--- config.mk ---
export PLATFORM = sky130hd
export DESIGN_NAME = nibble_serial_add_ctrl
export DESIGN_NICKNAME = d
export VERILOG_FILES = /design/src/rtl/nibble_serial_add_ctrl.sv
export SDC_FILE = /design/constraint.sdc
export NUM_CORES = 1
export LEC_CHECK = 0
export ABC_AREA = 1
export CAP_MARGIN = 20
export CELL_PAD_IN_SITES_DETAIL_PLACEMENT = 1
export CELL_PAD_IN_SITES_GLOBAL_PLACEMENT = 1
export CORE_MARGIN = 2
export CORE_UTILIZATION = 39
export CTS_BUF_LIST = sky130_fd_sc_hd__clkbuf_4 sky130_fd_sc_hd__clkbuf_8
export DETAILED_ROUTE_END_ITERATION = 16
export GPL_ROUTABILITY_DRIVEN = 0
export MAX_ROUTING_LAYER = met4
export PLACE_DENSITY_LB_ADDON = 0.2
export SYNTH_ARGS = -nofsm -noshare
export SYNTH_HDL_FRONTEND = slang
export SYNTH_SLANG_ARGS = --single-unit
--- constraint.sdc ---
create_clock -name CLK -period 3.4 [get_ports CLK]
set_input_delay 0.51 -clock CLK [delete_from_list [all_inputs] [get_ports CLK]]
set_output_delay 0.51 -clock CLK [all_outputs]
set_load 0.02 [all_outputs]
--- src/rtl/nibble_serial_add_ctrl.sv ---
// Serial wide adder/subtractor: feeds an external 4-bit ripple adder one nibble per clock,
// LSB first, and collects the wide sum behind valid/ready handshakes on both sides.
module nibble_serial_add_ctrl #(
    parameter int NIBBLES = 4
) (
    input  logic                   CLK,
    input  logic                   RST,
    input  logic                   IN_VALID,
    output logic                   IN_READY,
    input  logic [4*NIBBLES-1:0]   OP_A,
    input  logic [4*NIBBLES-1:0]   OP_B,
    input  logic                   OP_CIN,
    input  logic                   SUB,
    output logic [3:0]             ADD_A,
    output logic [3:0]             ADD_B,
    output logic                   ADD_CIN,
    input  logic [3:0]             ADD_SUM,
    input  logic                   ADD_COUT,
    output logic                   OUT_VALID,
    input  logic                   OUT_READY,
    output logic [4*NIBBLES-1:0]   RESULT,
    output logic                   COUT,
    output logic                   OVF
);

    localparam int W     = 4 * NIBBLES;
    localparam int IDX_W = (NIBBLES > 1) ? $clog2(NIBBLES) : 1;
    localparam logic [IDX_W-1:0] LAST_IDX = IDX_W'(NIBBLES - 1);

    typedef enum logic [1:0] {
        IDLE = 2'd0,
        RUN  = 2'd1,
        DONE = 2'd2
    } state_t;

    state_t             state_q, state_d;
    logic [W-1:0]       a_q, a_d;
    logic [W-1:0]       b_q, b_d;
    logic               carry_q, carry_d;
    logic               msb_a_q, msb_a_d;
    logic               msb_b_q, msb_b_d;
    logic [IDX_W-1:0]   idx_q, idx_d;
    logic [W-1:0]       result_q, result_d;
    logic               cout_q, cout_d;
    logic               ovf_q, ovf_d;
    logic               out_valid_q, out_valid_d;

    // State and datapath registers
    always_ff @(posedge CLK or posedge RST) begin
        if (RST) begin
            state_q     <= IDLE;
            a_q         <= '0;
            b_q         <= '0;
            carry_q     <= 1'b0;
            msb_a_q     <= 1'b0;
            msb_b_q     <= 1'b0;
            idx_q       <= '0;
            result_q    <= '0;
            cout_q      <= 1'b0;
            ovf_q       <= 1'b0;
            out_valid_q <= 1'b0;
        end else begin
            state_q     <= state_d;
            a_q         <= a_d;
            b_q         <= b_d;
            carry_q     <= carry_d;
            msb_a_q     <= msb_a_d;
            msb_b_q     <= msb_b_d;
            idx_q       <= idx_d;
            result_q    <= result_d;
            cout_q      <= cout_d;
            ovf_q       <= ovf_d;
            out_valid_q <= out_valid_d;
        end
    end

    // Next-state and datapath update
    always_comb begin
        state_d     = state_q;
        a_d         = a_q;
        b_d         = b_q;
        carry_d     = carry_q;
        msb_a_d     = msb_a_q;
        msb_b_d     = msb_b_q;
        idx_d       = idx_q;
        result_d    = result_q;
        cout_d      = cout_q;
        ovf_d       = ovf_q;
        out_valid_d = out_valid_q;

        case (state_q)
            IDLE: begin
                if (IN_VALID) begin
                    // Subtraction is A + ~B + 1, so B is inverted once here and the +1 rides in on the carry.
                    a_d     = OP_A;
                    b_d     = SUB ? ~OP_B : OP_B;
                    carry_d = SUB ? 1'b1 : OP_CIN;
                    msb_a_d = OP_A[W-1];
                    msb_b_d = SUB ? ~OP_B[W-1] : OP_B[W-1];
                    idx_d   = '0;
                    state_d = RUN;
                end else begin
                    state_d = IDLE;
                end
            end
            RUN: begin
                a_d = {4'h0, a_q[W-1:4]};
                b_d = {4'h0, b_q[W-1:4]};
                result_d[{idx_q, 2'b00} +: 4] = ADD_SUM;
                carry_d = ADD_COUT;
                idx_d   = idx_q + IDX_W'(1);
                if (idx_q == LAST_IDX) begin
                    cout_d      = ADD_COUT;
                    ovf_d       = (msb_a_q == msb_b_q) && (ADD_SUM[3] != msb_a_q);
                    out_valid_d = 1'b1;
                    state_d     = DONE;
                end else begin
                    state_d = RUN;
                end
            end
            DONE: begin
                if (OUT_READY) begin
                    out_valid_d = 1'b0;
                    state_d     = IDLE;
                end else begin
                    state_d = DONE;
                end
            end
            default: begin
                out_valid_d = 1'b0;
                state_d     = IDLE;
            end
        endcase
    end

    // Adder operands are only presented while a nibble is in flight
    always_comb begin
        if (state_q == RUN) begin
            ADD_A   = a_q[3:0];
            ADD_B   = b_q[3:0];
            ADD_CIN = carry_q;
        end else begin
            ADD_A   = 4'h0;
            ADD_B   = 4'h0;
            ADD_CIN = 1'b0;
        end
    end

    assign IN_READY  = (state_q == IDLE);
    assign OUT_VALID = out_valid_q;
    assign RESULT    = result_q;
    assign COUT      = cout_q;
    assign OVF       = ovf_q;

endmodule

Word-level counts from Yosys, hierarchy flattened. Cells that the tools add are included.

Logic and storage cells: 55. Register bits: 58. Input port bits: 43. Output and inout port bits: 29.

Bitwise operators: 3. Reductions and logical operators: 7. $add $sub $neg: 2. Equality and inequality tests: 8. Shift-type cells: 2. Multiplexer cells: 22.

Operators with widths (count): $pmux W16 S2 (2); $mux W16 (3); $bwmux W16 (1); $not A16 Y16 (1); $shift A4 B6 Y16 const A (1); $shiftx A4 B6 Y16 (1); $mux W4 (2); $mux W1 (7); $mux W2 (3); $ne A2 B2 Y1 const B (3); $neg A4 Y6 (1); $pmux W2 S3 (1); $reduce_and A2 Y1 (3); $eq A2 B2 Y1 const B (2); $pmux W2 S2 (1); $pmux W1 S3 (1); $reduce_and A3 Y1 (1); $add A2 B1 Y2 const B (1); $eq A2 B1 Y1 const B (1); $logic_not A2 Y1 (1); $not A1 Y1 (2); $pmux W1 S2 (1); $reduce_bool A2 Y1 (1); $eq A1 B1 Y1 (1); 2 further kinds (2).

Longest topological paths before layout. Gate-level depths: netlist of run 1.

Depth after elaboration: 4. Gate-level depth with buffers: 7. Mapped depth without buffers: 7.

Least setup slack after synthesis of run 1. Ideal clock, no wire load.

Path kind: flip-flop to output port. From: register state_q[0]. To: output ADD_A[0]. Path buffers: 2. Setup slack: 1.740 ns. Data required time: 2.890 ns. Arrival: 1.150 ns. Cell stages (with the launch flop): 5. Path through: dfrtp_1 buf_4 nand2_1 buf_2 nor2_1.

Cells in the longest elaborated chain, start to end: 2.

RTL lines: start, declared (line 36) `state_t state_q, state_d;`; start signal, assigned (line 63) `state_q <= state_d;`; $eq A2 B1 Y1 (line 138) `if (state_q == RUN) begin`; $mux W4 (line 138); end, declared (line 14) `output logic [3:0] ADD_A,`.

Every way passes these cells.

Worst setup path in the final report of run 1.
From: register state_q[1]. To: output ADD_A[3].

Same word-level chain as after synthesis.

==> metrics.md, run 1 <==
| Metric | Value |
|---|---|
| Critical path's largest stage delay | 0.64 ns |
| Routed wl met3 | 241 um |
| DRT iter0 DRCs | 102 |
| Layout area overhead | 32.9% |
| Total gr overflow | 0 |
| RSZ-0062 raised after global routing | no |
| Worst-margin pin slew | 0.781 ns |
| Combinational Power Share | 47.1% |
| Post-synthesis compound-gate area fraction | 1.90% |
| Routed vias/inst | 4.75 |
| Synth Cell Area | 0.00296 sq mm |
| Worst Setup End Kind | output pin |
| First-pass GRT wire length | 14.2 mm |
| IO buf count | 71 |
| I/O pins | 72 |
| XOR/XNOR share of the synthesized area | 1.18% |
| CP Class | reg -> out |
| Final wirelength | 8.17 mm |
| Ranking of synthesized cells by area | dfrtp_1, nand2_1, nand3_1 |
| Crit share post-route | 90.8% |
| Area of the multi-input gates | 0.00127 sq mm |
| HP Class | reg -> reg |
| LEAKAGE | 2.14 nW |
| Layout Nets | 536 |
| Seq cells post-synth | 58 |
| Post-Synth Adder-Cell Area | 2.53% |
| Final setup viols | 0 |
| Max Fclk | 324 MHz |
| Clock Path Buffers | 2 |
| Tmin final | 3.09 ns |
| Peak supply drop | 0.338 mV |
| Internal | 1.97 mW |
| Clock skew | 0.00559 ns |
| Dominant cell type by area after synthesis | dfrtp_1 |
| Initial antenna violation count | 0 |
| Avg Synthesized Cell Area | 7.12 sq um |
| Net Count, Synth | 465 |
| Row Count | 31 |
| First-pass detailed-route iteration total | 6 |
| Initial Utilization | 40.6% |
| Pwr/cell area | 873 mW/mm^2 |
| Fillers | 972 |
| Root buf cell | clkbuf_8 |
| Register Area | 0.00145 sq mm |
| CTS clk-pin slew, worst paths | 0.07 ns |
| Inserted Diodes | 0 |
| Hold Vio Cnt, Final | 0 |
| Main combinational cell family by area after synthesis | simple AND/OR/NAND/NOR gates |
| Synth Warn # | 0 |
| Post-DP HPWL | 5.81 mm |
| Slew Limit Fails | 0 |
| Post-Synth Simple-Gate Area | 37.2% |
| Clock Power Share | 18.7% |
| CP startpoint kind | register |
| TNS Setup | 0 ns |
| Reg power frac | 34.1% |
| Layout cell share with drive strength beyond 1 | 5.09% |
| Data arrival, critical path | 2.58 ns |
| Multiplexer share of the synthesized area | 0% |
| Vias | 2802 |
| Cell Area, Placed | 0.00374 sq mm |
| Avg WL per Cell | 13.8 um |
| Largest net degree at the start of global routing | 31 |
| Post-CTS setup buffers | 0 |
| Num CTS Buffers | 9 |
| Status | complete, no violations |
| Max cap viols | 0 |
| Synth unique cells | 16 |
| Die height | 91.2 um |
| Crit-path cells | inv_2 -> nand2_1 -> nor2_1 -> clkdlybuf4s50_1 |
| Sequential share of the synthesized area | 49.0% |
| TritonCTS clock tree | done |
| Cells after synthesis | 416 |
| Post-synth top area share | 49.0% |
| Relative slew slack | 47.8% |
| Overall routing resource usage | 22.0% |
| Fin area | 0.00394 sq mm |
| Clock latency at the later pin of the worst-skew pair | 0.34 ns |
| Die ar. | 0.00831 sq mm |
| Vias in the first global route | 3079 |
| Critical path peak fanout | 25 |
| Clock sink count | 58 |
| DR DRC count | 0 |
| Core area | 0.00729 sq mm |
| Highest routed layer | met4 |
| H-tree levels | 3 |
| Antenna-violating nets left | 0 |
| Die extent in x | 91.2 um |
| Max stage delay cell, worst path | clkdlybuf4s50_1 |
| Switching pwr | 1.46 mW |
| Hold_buf cts | 0 |
| Metal2 WL | 4.05 mm |
| Routed met1 length | 3.74 mm |
| Switching share of power | 42.6% |
| Critical Path RT | 2.89 ns |
| PostCTS Resize Cnt | 0 |
[per-stage QoR]
step | setup WS [ns] | std cells | total power, mW | hold WS (ns) | util, %
floorplan | 1.46 | 416 | 2.19 | 0.449 | -
global placement | 0.800 | 575 | 2.72 | 0.461 | 51.3
detailed placement | 0.628 | 575 | 2.81 | 0.465 | 51.3
CTS | 0.252 | 590 | 3.47 | 0.483 | 54.0
global route | 0.122 | 590 | 3.70 | 0.505 | 54.0
finish | 0.312 | 590 | 3.44 | 0.479 | 54.0
[power groups by stage]
stage / registers (mW) / clock network (mW) / logic [mW]
after CTS: 1.18 / 0.651 / 1.64
after floorplan: 1.26 / 0 / 0.925
after global routing: 1.21 / 0.679 / 1.81
final: 1.17 / 0.644 / 1.62
after detailed placement: 1.18 / 0 / 1.62
after global placement: 1.16 / 0 / 1.55
[sequential cells by signal, indices dropped and copies added (netlist names)]
signal     flops
carry_q        1
idx_q          2
OUT_VALID      1
a_q           16
b_q           16
OVF            1
RESULT        16
msb_b_q        1
state_q        2
COUT           1
msb_a_q        1
[cell families (layout without fill, tap and decap cells)]
| kind of cell | after synthesis | count (layout) |
|---|---|---|
| XOR/XNOR | 4 | 4 |
| buffers and inverters | 57 | 132 |
| flip-flops | 58 | 58 |
| adder cells (fa/ha/maj) | 6 | 6 |
| AND/OR/NAND/NOR | 282 | 282 |
| AO/OA/AOI/OAI | 9 | 9 |
[cell usage after synthesis]
master,n
xnor2_1,3
inv_1,39
nor3_1,2
buf_2,10
xor2_1,1
nand2_1,227
dfrtp_1,58
buf_4,4
o21ai_0,8
ha_1,6
nor2_2,1
nand3_1,32
o21ai_4,1
clkbuf_1,1
inv_2,3
nor2_1,20
[per-layer routing]
layer / global-route usage [%] / up-vias
met5: - / -
met4: 9.47 / 0
met3: 3.07 / 13
met2: 36.7 / 55
met1: 26.8 / 1350
li1: - / 1384
[layout make-up]
cell class | instances | share of cell area (%)
timing repair buffer | 75 | 18.8
clock buffer | 12 | 3.88
inverter | 42 | 4.01
clock inverter | 3 | 1.02
multi-input combinational | 301 | 32.3
sequential | 58 | 36.9
tap | 99 | 3.15
[final timing paths]
path                                       from               endpoint  slack [ns]  cells after the start
min in group asynchronous                   RST    b_q[12]$_DFFE_PP0P_        0.57                      2
max reg2reg                state_q[1]$_DFF_PP0_    carry_q$_DFFE_PP0P_        1.50                      6
max                        state_q[1]$_DFF_PP0_               ADD_A[3]        0.31                      4
min reg2reg                    COUT$_DFFE_PP0P_       COUT$_DFFE_PP0P_        0.48                      2
max in group asynchronous                   RST  RESULT[7]$_DFFE_PP0P_        1.98                      3
min                            COUT$_DFFE_PP0P_       COUT$_DFFE_PP0P_        0.48                      2
[worst max-delay path, delay by kind of cell, from the launching register on]
family | cells | cell delay (ns)
DFF | 1 | 0.43
buffers and inverters | 2 | 0.95
and+or+nand+nor | 2 | 0.84
[placed cells by master (no fill, tap or decap)]
| cell | instances |
|---|---|
| nand2_1 | 227 |
| clkdlybuf4s50_1 | 71 |
| dfrtp_1 | 58 |
| inv_1 | 38 |
| nand3_1 | 32 |
| nor2_1 | 20 |
| clkbuf_8 | 10 |
| o21ai_0 | 8 |
| ha_1 | 6 |
| inv_2 | 4 |
| buf_4 | 4 |
| xnor2_1 | 3 |
| nor3_1 | 2 |
| clkinv_2 | 2 |
| clkbuf_4 | 2 |
| o21ai_4 | 1 |
| nor2_2 | 1 |
| xor2_1 | 1 |
| bufinv_16 | 1 |
Note: power is estimated with default switching activity, not from simulation.
==> inputs of run 2 (changes only) <==
Settings changed: RECOVER_POWER set to 25.
==> run 2 against run 1 <==
Effect of this change:
- the run now ends with max-capacitance violations, max-slew violations left
- first-iteration DRC count decreased by 6.9%
- via count increased by 0.18%
- setup slack improved by 0.037 ns
- critical endpoint unchanged
- largest power group unchanged
- final cell count unchanged
- register-to-register slack got worse by 0.95 ns
- hold slack about the same
- clock skew about the same
- global-route usage unchanged
==> metrics.md, run 2 (synthesis results as in run 1) <==
| Metric | Value |
|---|---|
| Layout cell share with drive strength beyond 1 | 4.68% (was 5.09%) |
| GRT busiest layer | met2 (unchanged) |
| Final Non-Filler Cells | 590 (unchanged) |
| Setup WS post-layout | 0.349 ns (was 0.312 ns) |
| Vias in the first global route | 3079 (unchanged) |
| TNS Setup | 0 ns (unchanged) |
| Pwr/cell area | 873 mW/mm^2 (about the same) |
| I/O pins | 72 (unchanged) |
| Hold Vio Cnt, Final | 0 (unchanged) |
| Clock latency at the later pin of the worst-skew pair | 0.34 ns (about the same) |
| Largest net degree at the start of global routing | 31 (unchanged) |
| Hold slack | 0.479 ns (about the same) |
| Final wirelength | 8.15 mm (was 8.17 mm) |
| Commonest non-fill, non-tap cell in the layout | nand2_1 (unchanged) |
| Worst Setup End Kind | output pin (unchanged) |
| Highest-count cells in the layout ignoring fill and taps | nand2_1, clkdlybuf4s50_1, dfrtp_1 (unchanged) |
| Relative slew slack | -29.0% (was 47.8%) |
| HP Class | reg -> reg (unchanged) |
| Row Count | 31 (unchanged) |
| IO buf count | 71 (unchanged) |
| Critical Path RT | 2.89 ns (about the same) |
| Final setup viols | 0 (unchanged) |
| Root buf cell | clkbuf_8 (unchanged) |
| PostCTS Resize Cnt | 0 (unchanged) |
| Hold_buf cts | 0 (unchanged) |
| Max cap viols | 1 (was 0) |
| Routed vias/inst | 4.76 (was 4.75) |
| Clock sink count | 58 (unchanged) |
| Reg2reg start | state_q[0]$_DFF_PP0_ (was state_q[1]$_DFF_PP0_) |
| First-pass GRT wire length | 14.2 mm (unchanged) |
| Core area | 0.00729 sq mm (unchanged) |
| Initial antenna violation count | 0 (unchanged) |
| Num CTS Buffers | 9 (unchanged) |
| Initial Utilization | 40.6% (unchanged) |
| H-tree levels | 3 (unchanged) |
| Die height | 91.2 um (unchanged) |
| Placed cells | 575 (unchanged) |
| Hold Startpoint | COUT$_DFFE_PP0P_ (unchanged) |
| TritonCTS clock tree | done (unchanged) |
| Grt met1 use | 26.8% (unchanged) |
| Total gr overflow | 0 (unchanged) |
| CP Class | reg -> out (unchanged) |
| Overall routing resource usage | 22.0% (unchanged) |
| Failing checks | max-capacitance violations, max-slew violations |
| Crit-path cells | inv_2 -> nand2_1 -> nor2_1 -> clkdlybuf4s50_1 (unchanged) |
| Clock Path Buffers | 2 (unchanged) |
| Max Fclk | 328 MHz (was 324 MHz) |
| Data arrival, critical path | 2.54 ns (was 2.58 ns) |
| Die extent in x | 91.2 um (unchanged) |
| Met2 track demand over resource | 36.7% (unchanged) |
| DRT iter0 DRCs | 95 (was 102) |
| Crit share post-route | 89.7% (was 90.8%) |
| Peak supply drop | 0.337 mV (was 0.338 mV) |
| Antenna-violating nets left | 0 (unchanged) |
| Die ar. | 0.00831 sq mm (unchanged) |
| Setup WS pre-CTS | 0.628 ns (unchanged) |
| Critical Path Source | state_q[1]$_DFF_PP0_ (unchanged) |
| RSZ-0062 raised after global routing | no (unchanged) |
| Status | finished with violations (was complete, no violations) |
| Layout Nets | 536 (unchanged) |
| Tmin final | 3.05 ns (was 3.09 ns) |
| Critical path peak fanout | 25 (unchanged) |
| Clock skew | 0.00528 ns (was 0.00559 ns) |
| Critical path's largest stage delay | 0.64 ns (about the same) |
| CP startpoint kind | register (unchanged) |
| Post-DP HPWL | 5.81 mm (unchanged) |
| Slew Limit Fails | 18 (was 0) |
| Met3 usage in global routing | 3.07% (unchanged) |
| Max stage delay cell, worst path | clkdlybuf4s50_1 (unchanged) |
| First-pass detailed-route iteration total | 4 (was 6) |
| LEAKAGE | 2.13 nW (was 2.14 nW) |
| Post-CTS setup buffers | 0 (unchanged) |
| Layout area overhead | 32.4% (was 32.9%) |
| Avg WL per Cell | 13.8 um (about the same) |
| Vias | 2807 (was 2802) |
| CTS clk-pin slew, worst paths | 0.07 ns (about the same) |
| Worst-margin pin slew | 1.91 ns (was 0.781 ns) |
| DR DRC count | 0 (unchanged) |
| Inserted Diodes | 0 (unchanged) |
run 2: worst max-delay path: cells and delay by family, from the launching register on:
family / cells / cell delay, ns
buffers and inverters: 2 / 0.93
and+or+nand+nor: 2 / 0.83
DFF: 1 / 0.43
run 2: per-layer routing:
metal / wire length [um] / up-vias / part of all wire (%)
met3: 230 / 14 / 2.8
met1: 3670 / 1356 / 45
met5: 0 / - / 0
met4: 153 / 0 / 1.9
met2: 4090 / 53 / 50
li1: - / 1384 / -
run 2: layout make-up:
class	instances	area (sq um)
clock buffers	12	153
repair buffers	75	738
flip-flops and latches	58	1450
well taps	99	124
clock inverters	3	40.0
inverters	42	158
fillers	974	3370
multi-input cells	301	1260
run 2: power breakdown:
group | internal [mW] | switching [mW] | total [mW]
registers | 0.988 | 0.185 | 1.17
clock network | 0.368 | 0.275 | 0.643
logic | 0.614 | 0.995 | 1.61
total | 1.97 | 1.46 | 3.43
run 2: final timing paths:
path                            slack (ns)  cells past startpoint               endpoint
worst max-delay path                  0.35                      4               ADD_A[3]
worst min register to register        0.48                      2       COUT$_DFFE_PP0P_
worst min-delay path                  0.48                      2       COUT$_DFFE_PP0P_
worst max register to register        0.55                      5    a_q[11]$_DFFE_PP0P_
min in group asynchronous             0.90                      2    b_q[14]$_DFFE_PP0P_
max in group asynchronous             1.14                      3  RESULT[7]$_DFFE_PP0P_
run 2: metrics by stage:
stage | total power, mW | util [%] | area [sq um]
after detailed placement | 2.81 | 51.3 | 3740
after global routing | 3.69 | 53.8 | 3920
after CTS | 3.47 | 54.0 | 3940
after global placement | 2.72 | 51.3 | 3740
after floorplan | 2.19 | - | 2960
final | 3.43 | 53.8 | 3920
==> RTL change 1, RTL diff (config.mk and constraints of run 2) <==
Make the reset (`RST`) synchronous in one clocked block.
--- a/src/rtl/nibble_serial_add_ctrl.sv
+++ b/src/rtl/nibble_serial_add_ctrl.sv
@@ -46,7 +46,7 @@
     logic               out_valid_q, out_valid_d;
 
     // State and datapath registers
-    always_ff @(posedge CLK or posedge RST) begin
+    always_ff @(posedge CLK) begin
         if (RST) begin
             state_q     <= IDLE;
             a_q         <= '0;
Check against the original RTL: differs if RST is asserted again (counterexample within 4 cycles, from zero or initial values and one cycle with RST high); with RST held inactive, the same outputs for 10 cycles.
==> RTL change 1 against run 2 <==
Design area down 2.6%. Worst setup slack better by 330 ps. Wire length down 1.1%. Synthesized area down 1.9%. Sequential share of layout area down 6.6 points. Fmax up 12%. Sequential cell count unchanged. Global-route usage down 0.75 points. Register-to-register slack better by 930 ps. Die area down 1.8%. Critical path type unchanged. Highest routed layer unchanged.
Power is not compared: it rests on default switching activity, and its combinational part moved more than twofold at a synthesized area within 25%.
==> RTL change 1: results (changes against run 2) <==
outcome:
  status: "completed"  # was finished, violations left
sta:
  fin_hold_ws_ps: 463  # was 479 ps
  finClkSkew_ps: 2.96  # was 5.28 ps
  slew_headroom_pct: 46.8  # was -29.0%
logic_synthesis:
  synth-xor-area-share_pct: 1.21  # was 1.18%
  synth_compound_gate_area_share_pct: 7.53  # was 1.90%
  synthMuxAreaShare_pct: 0  # unchanged
  synth_warnings: 0  # unchanged
  async_reset_ff_share_pct: 0  # was 100%
  synth_commonest_cells: "202 x nand2_1, 58 x dfxtp_1, 58 x inv_1"  # was 227 x nand2_1, 58 x dfrtp_1, 39 x inv_1
  ys_top_cells_by_area: "dfxtp_1 40%, nand2_1 26%, inv_1 7.5%, nor2_1 6.1%, a21oi_1 5.5%"  # was dfrtp_1 49%, nand2_1 29%, nand3_1 5.4%, inv_1 4.9%, ha_1 2.5%
  syn-num-nets: 515  # was 465
  synth_flop_cell: "dfxtp_1"  # was dfrtp_1
  yosysSeqAreaShare_pct: 39.9  # was 49.0%
  synth-adder-area-share_pct: 2.58  # was 2.53%
  yosys.cell_types.count: 20  # was 16
power:
  leakagePower_uw: 0.00183
  vdd_drop_max_uv: 235
clocking:
  cts_resized: 0  # unchanged
  clk_path_buf_depth: 2  # unchanged
  cts_root_buffer: "clkbuf_8"  # unchanged
  ctsHoldBuffers: 0  # unchanged
  post_cts_buffers: 0  # unchanged
  clk_pin_slew_ps: 60
  insertion_delay_ps: 330
critical_path:
  path_max_fanout: 23  # was 25
  cp.arrival_ps: 2210  # was 2540 ps
  rr_worst_depth: 8  # was 5
  path_class: "flop to output port"  # unchanged
  r2r-end: "b_q[10]$_SDFFE_PP0P_"  # was a_q[11]$_DFFE_PP0P_
  r2r_setup_slack_ps: 1480  # was 550 ps
  r2r-start: "state_q[0]$_SDFF_PP0_"  # was state_q[0]$_DFF_PP0_
global_routing:
  grt_pass1_wl_um: 13600  # was 14,200 µm
  grt_usage_pct: 21.3  # was 22.0%
  antenna_found_initial: 0  # unchanged
  grt_util_met2_pct: 36.7  # about the same
  use_met3_pct: 5.26  # was 3.07%
  met1_usage_pct: 24.7  # was 26.8%
  grt_max_degree: 38  # was 31
route:
  drt_first_pass_iters: 4  # unchanged
  wire_per_inst_um: 12.7  # was 13.8 µm
  vias: 2953  # was 2,807
  drt_iter0_markers: 63  # was 95
hold_path:
  min-delay-start: "RESULT[13]$_SDFFE_PP0P_"  # was COUT$_DFFE_PP0P_
  min_delay_worst_endpoint: "RESULT[13]$_SDFFE_PP0P_"  # was COUT$_DFFE_PP0P_
placement:
  place_area_um2: 3660  # was 3740 µm²
  dp_hpwl_um: 5860  # was 5810 µm
layout:
  insertedDiodeCount: 0  # unchanged
  fill_cells: 1003  # was 974
  nNetsFinal: 582  # was 536
  drive_gt1_share_pct: 3.56  # was 4.68%
RTL change 1: cells by family (layout without fill, tap and decap cells):
kind of cell             count (synthesis)  in the layout
AND/OR/NAND/NOR                        273            273
buffers and inverters                   82            150
flip-flops                              58             58
AO/OA/AOI/OAI                           43             43
adder cells (fa/ha/maj)                  6              6
XOR/XNOR                                 4              4
RTL change 1: cell type report:
type	count	area, µm²	share of cell area, %
clock buffers	12	165	4.32
inverters	61	229	5.99
multi-input cells	326	1390	36.4
flip-flops and latches	58	1160	30.4
well taps	99	124	3.24
repair buffers	77	752	19.7
RTL change 1: power groups by stage:
stage | Clock (µW) | Sequential [µW] | Combinational (µW)
5_1_grt | 588 | 740 | 321
4_1_cts | 565 | 737 | 286
3_5_place_dp | 0 | 751 | 281
3_3_place_gp | 0 | 749 | 270
6_report | 550 | 736 | 281
2_1_floorplan | 0 | 747 | 178
RTL change 1: worst max-delay path by stage:
stage	end	slack, ps	depth (start not counted)
after floorplan	ADD_A[0]	1800	5
after global placement	ADD_A[1]	1100	3
after detailed placement	ADD_B[3]	990	3
after CTS	ADD_B[3]	640	3
after global routing	ADD_B[3]	450	3
final	ADD_B[3]	680	3
RTL change 1: per-stage QoR:
stage / worst slack, ps / cells
2_1_floorplan: 1800 / 466
3_3_place_gp: 1100 / 621
3_5_place_dp: 994 / 621
4_1_cts: 639 / 633
5_1_grt: 451 / 633
6_report: 679 / 633
RTL change 1: layer usage:
layer  vias up  routed length [µm]
li1       1521                   -
met1      1372                3660
met2        52                4040
met3         8                 263
met4         0                  87
met5         -                   0
RTL change 1: critical path, cell delays in order (launching register included):
cell and delay (ps):
dfxtp_1 500, nand2_1 500, nor2_1 240, clkdlybuf4s50_1 640
==> RTL change 2, RTL diff (flow settings as in run 2) <==
Without the edit above. `NIBBLES`: 4 -> 8.
--- a/src/rtl/nibble_serial_add_ctrl.sv
+++ b/src/rtl/nibble_serial_add_ctrl.sv
@@ -1,7 +1,7 @@
 // Serial wide adder/subtractor: feeds an external 4-bit ripple adder one nibble per clock,
 // LSB first, and collects the wide sum behind valid/ready handshakes on both sides.
 module nibble_serial_add_ctrl #(
-    parameter int NIBBLES = 4
+    parameter int NIBBLES = 8
 ) (
     input  logic                   CLK,
     input  logic                   RST,
Ports: changed (resized OP_A, OP_B and RESULT); port bits go from 72 to 120. The function was not compared with the original's and may differ.
==> RTL change 2 against run 2 <==
The flow still finishes with violations (capacitance limit, slew limit). Worst setup slack better by 330 ps. Combinational power is 70% higher. Wire length up 70%. Largest power group unchanged. Sequential cell count up 49. Power increased by 65%. Fmax increased by 12%. Final cell count rose by 60%. Via count up 63%. Global-route usage shrank 1.0 points. Highest routed layer unchanged. Design area increased by 73%. Sequential share of layout area increased by 2.5 points. Synthesized area is 77% higher. Critical path type is now primary input to async pin.
==> RTL change 2: results (changes against run 2) <==
power:
  vdd_drop_max_uv: 334  # was 337 µV
  leakagePower_uw: 0.00319  # was 0.00213 µW
layout:
  drive_gt1_share_pct: 5.34  # was 4.68%
  fill_cells: 1592  # was 974
outcome:
  status: "finished, violations left"  # unchanged
  violations: "capacitance limit, slew limit"  # unchanged
sta:
  worst_slew_pin_slew_ps: 1740  # was 1910 ps
  final-max-slew-violation-count: 40  # was 18
  finClkSkew_ps: 8.68  # was 5.28 ps
critical_path:
  r2r_setup_slack_ps: 940  # was 550 ps
  critPathLaunch: "RST"  # was state_q[1]$_DFF_PP0_
  path_max_fanout: 42  # was 25
  r2r-start: "idx_q[0]$_DFFE_PP0P_"  # was state_q[0]$_DFF_PP0_
  rr_worst_depth: 9  # was 5
  cp-endpoint: "a_q[18]$_DFFE_PP0P_"  # was ADD_A[3]
  crit_slowest_cell: "clkinvlp_2"  # was clkdlybuf4s50_1
  slowest_delay_ps: 1010  # was 640 ps
  r2r-end: "RESULT[25]$_DFFE_PP0P_"  # was a_q[11]$_DFFE_PP0P_
  cp.arrival_ps: 3070  # was 2540 ps
route:
  drt_iter0_markers: 191  # was 95
  wire_per_inst_um: 14.7  # was 13.8 µm
  vias: 4589  # was 2,807
clocking:
  clk_pin_slew_ps: 100  # was 70 ps
  clk_path_buf_depth: 2  # unchanged
  cts_resized: 0  # unchanged
  insertion_delay_ps: 380  # was 340 ps
logic_synthesis:
  syn-num-nets: 738  # was 465
  yosys.cell_types.count: 25  # was 16
  synth_commonest_cells: "227 x nand2_1, 107 x dfrtp_1, 60 x inv_1"  # was 227 x nand2_1, 58 x dfrtp_1, 39 x inv_1
  synth-adder-area-share_pct: 1.67  # was 2.53%
  synth_compound_gate_area_share_pct: 9.50  # was 1.90%
  synth-xor-area-share_pct: 5.33  # was 1.18%
  yosysSeqAreaShare_pct: 50.9  # was 49.0%
  ys_top_cells_by_area: "dfrtp_1 51%, nand2_1 16%, o21ai_0 5.6%, nand3_1 5.0%, xor2_1 5.0%"  # was dfrtp_1 49%, nand2_1 29%, nand3_1 5.4%, inv_1 4.9%, ha_1 2.5%
global_routing:
  grt_pass1_vias: 4944  # was 3,079
  grt_util_met2_pct: 33.9  # was 36.7%
  grt_pass1_wl_um: 23800  # was 14,200 µm
  grt_usage_pct: 21.0  # was 22.0%
  use_met3_pct: 2.80  # was 3.07%
  antenna_found_initial: 0  # unchanged
  grt_max_degree: 43  # was 31
placement:
  dp_hpwl_um: 10100  # was 5810 µm
hold_path:
  min_delay_worst_endpoint: "RESULT[1]$_DFFE_PP0P_"  # was COUT$_DFFE_PP0P_
flow_run:
  max_cap_viol_count: 1  # unchanged
RTL change 2: changes by cell type after synthesis, moves of 21 or more:
cell     delta
xor2_1     +29
o21ai_1    +24
inv_1      +21
nand3_1    +21
o21ai_0    +51
dfrtp_1    +49
RTL change 2: cells by family after synthesis:
logic type,count (synthesis)
DFF,107
and+or+nand+nor,320
xor gates and xnor gates,32
AOI/OAI and AO/OA,95
buffers and inverters,95
adders and majority gates,7
RTL change 2: critical path: cells and delay by family:
family                 cells  cell delay [ps]
buffers and inverters      3             2530
RTL change 2: layer usage:
metal / wire (µm) / part of all wire (%)
met2: 6570 / 47
met4: 170 / 1.2
met1: 6610 / 48
met3: 524 / 3.8
met5: 0 / 0
RTL change 2: metrics by stage:
stage | total power, µW | area [µm²] | hold WS [ps] | worst slack [ps] | std cells
2_1_floorplan | 3820 | 5260 | 449 | 72.8 | 656
3_3_place_gp | 4700 | 6590 | 464 | 1140 | 929
3_5_place_dp | 4840 | 6590 | 458 | 999 | 929
4_1_cts | 5710 | 6800 | 482 | 640 | 944
5_1_grt | 6140 | 6790 | 506 | 252 | 944
6_report | 5640 | 6790 | 481 | 679 | 944
RTL change 2: power breakdown:
part	total (µW)	switching, µW	internal (µW)
logic	2740	1710	1030
clock network	862	435	427
registers	2040	265	1780
total	5640	2410	3230
RTL change 2: final cells by class:
| class | count | area [µm²] | area share, % |
|---|---|---|---|
| repair buffers | 129 | 1260 | 18.6 |
| clock inverters | 1 | 30.0 | 0.443 |
| clock buffers | 14 | 186 | 2.75 |
| well taps | 176 | 220 | 3.25 |
| inverters | 63 | 238 | 3.50 |
| flip-flops and latches | 107 | 2680 | 39.5 |
| multi-input cells | 454 | 2170 | 32.0 |
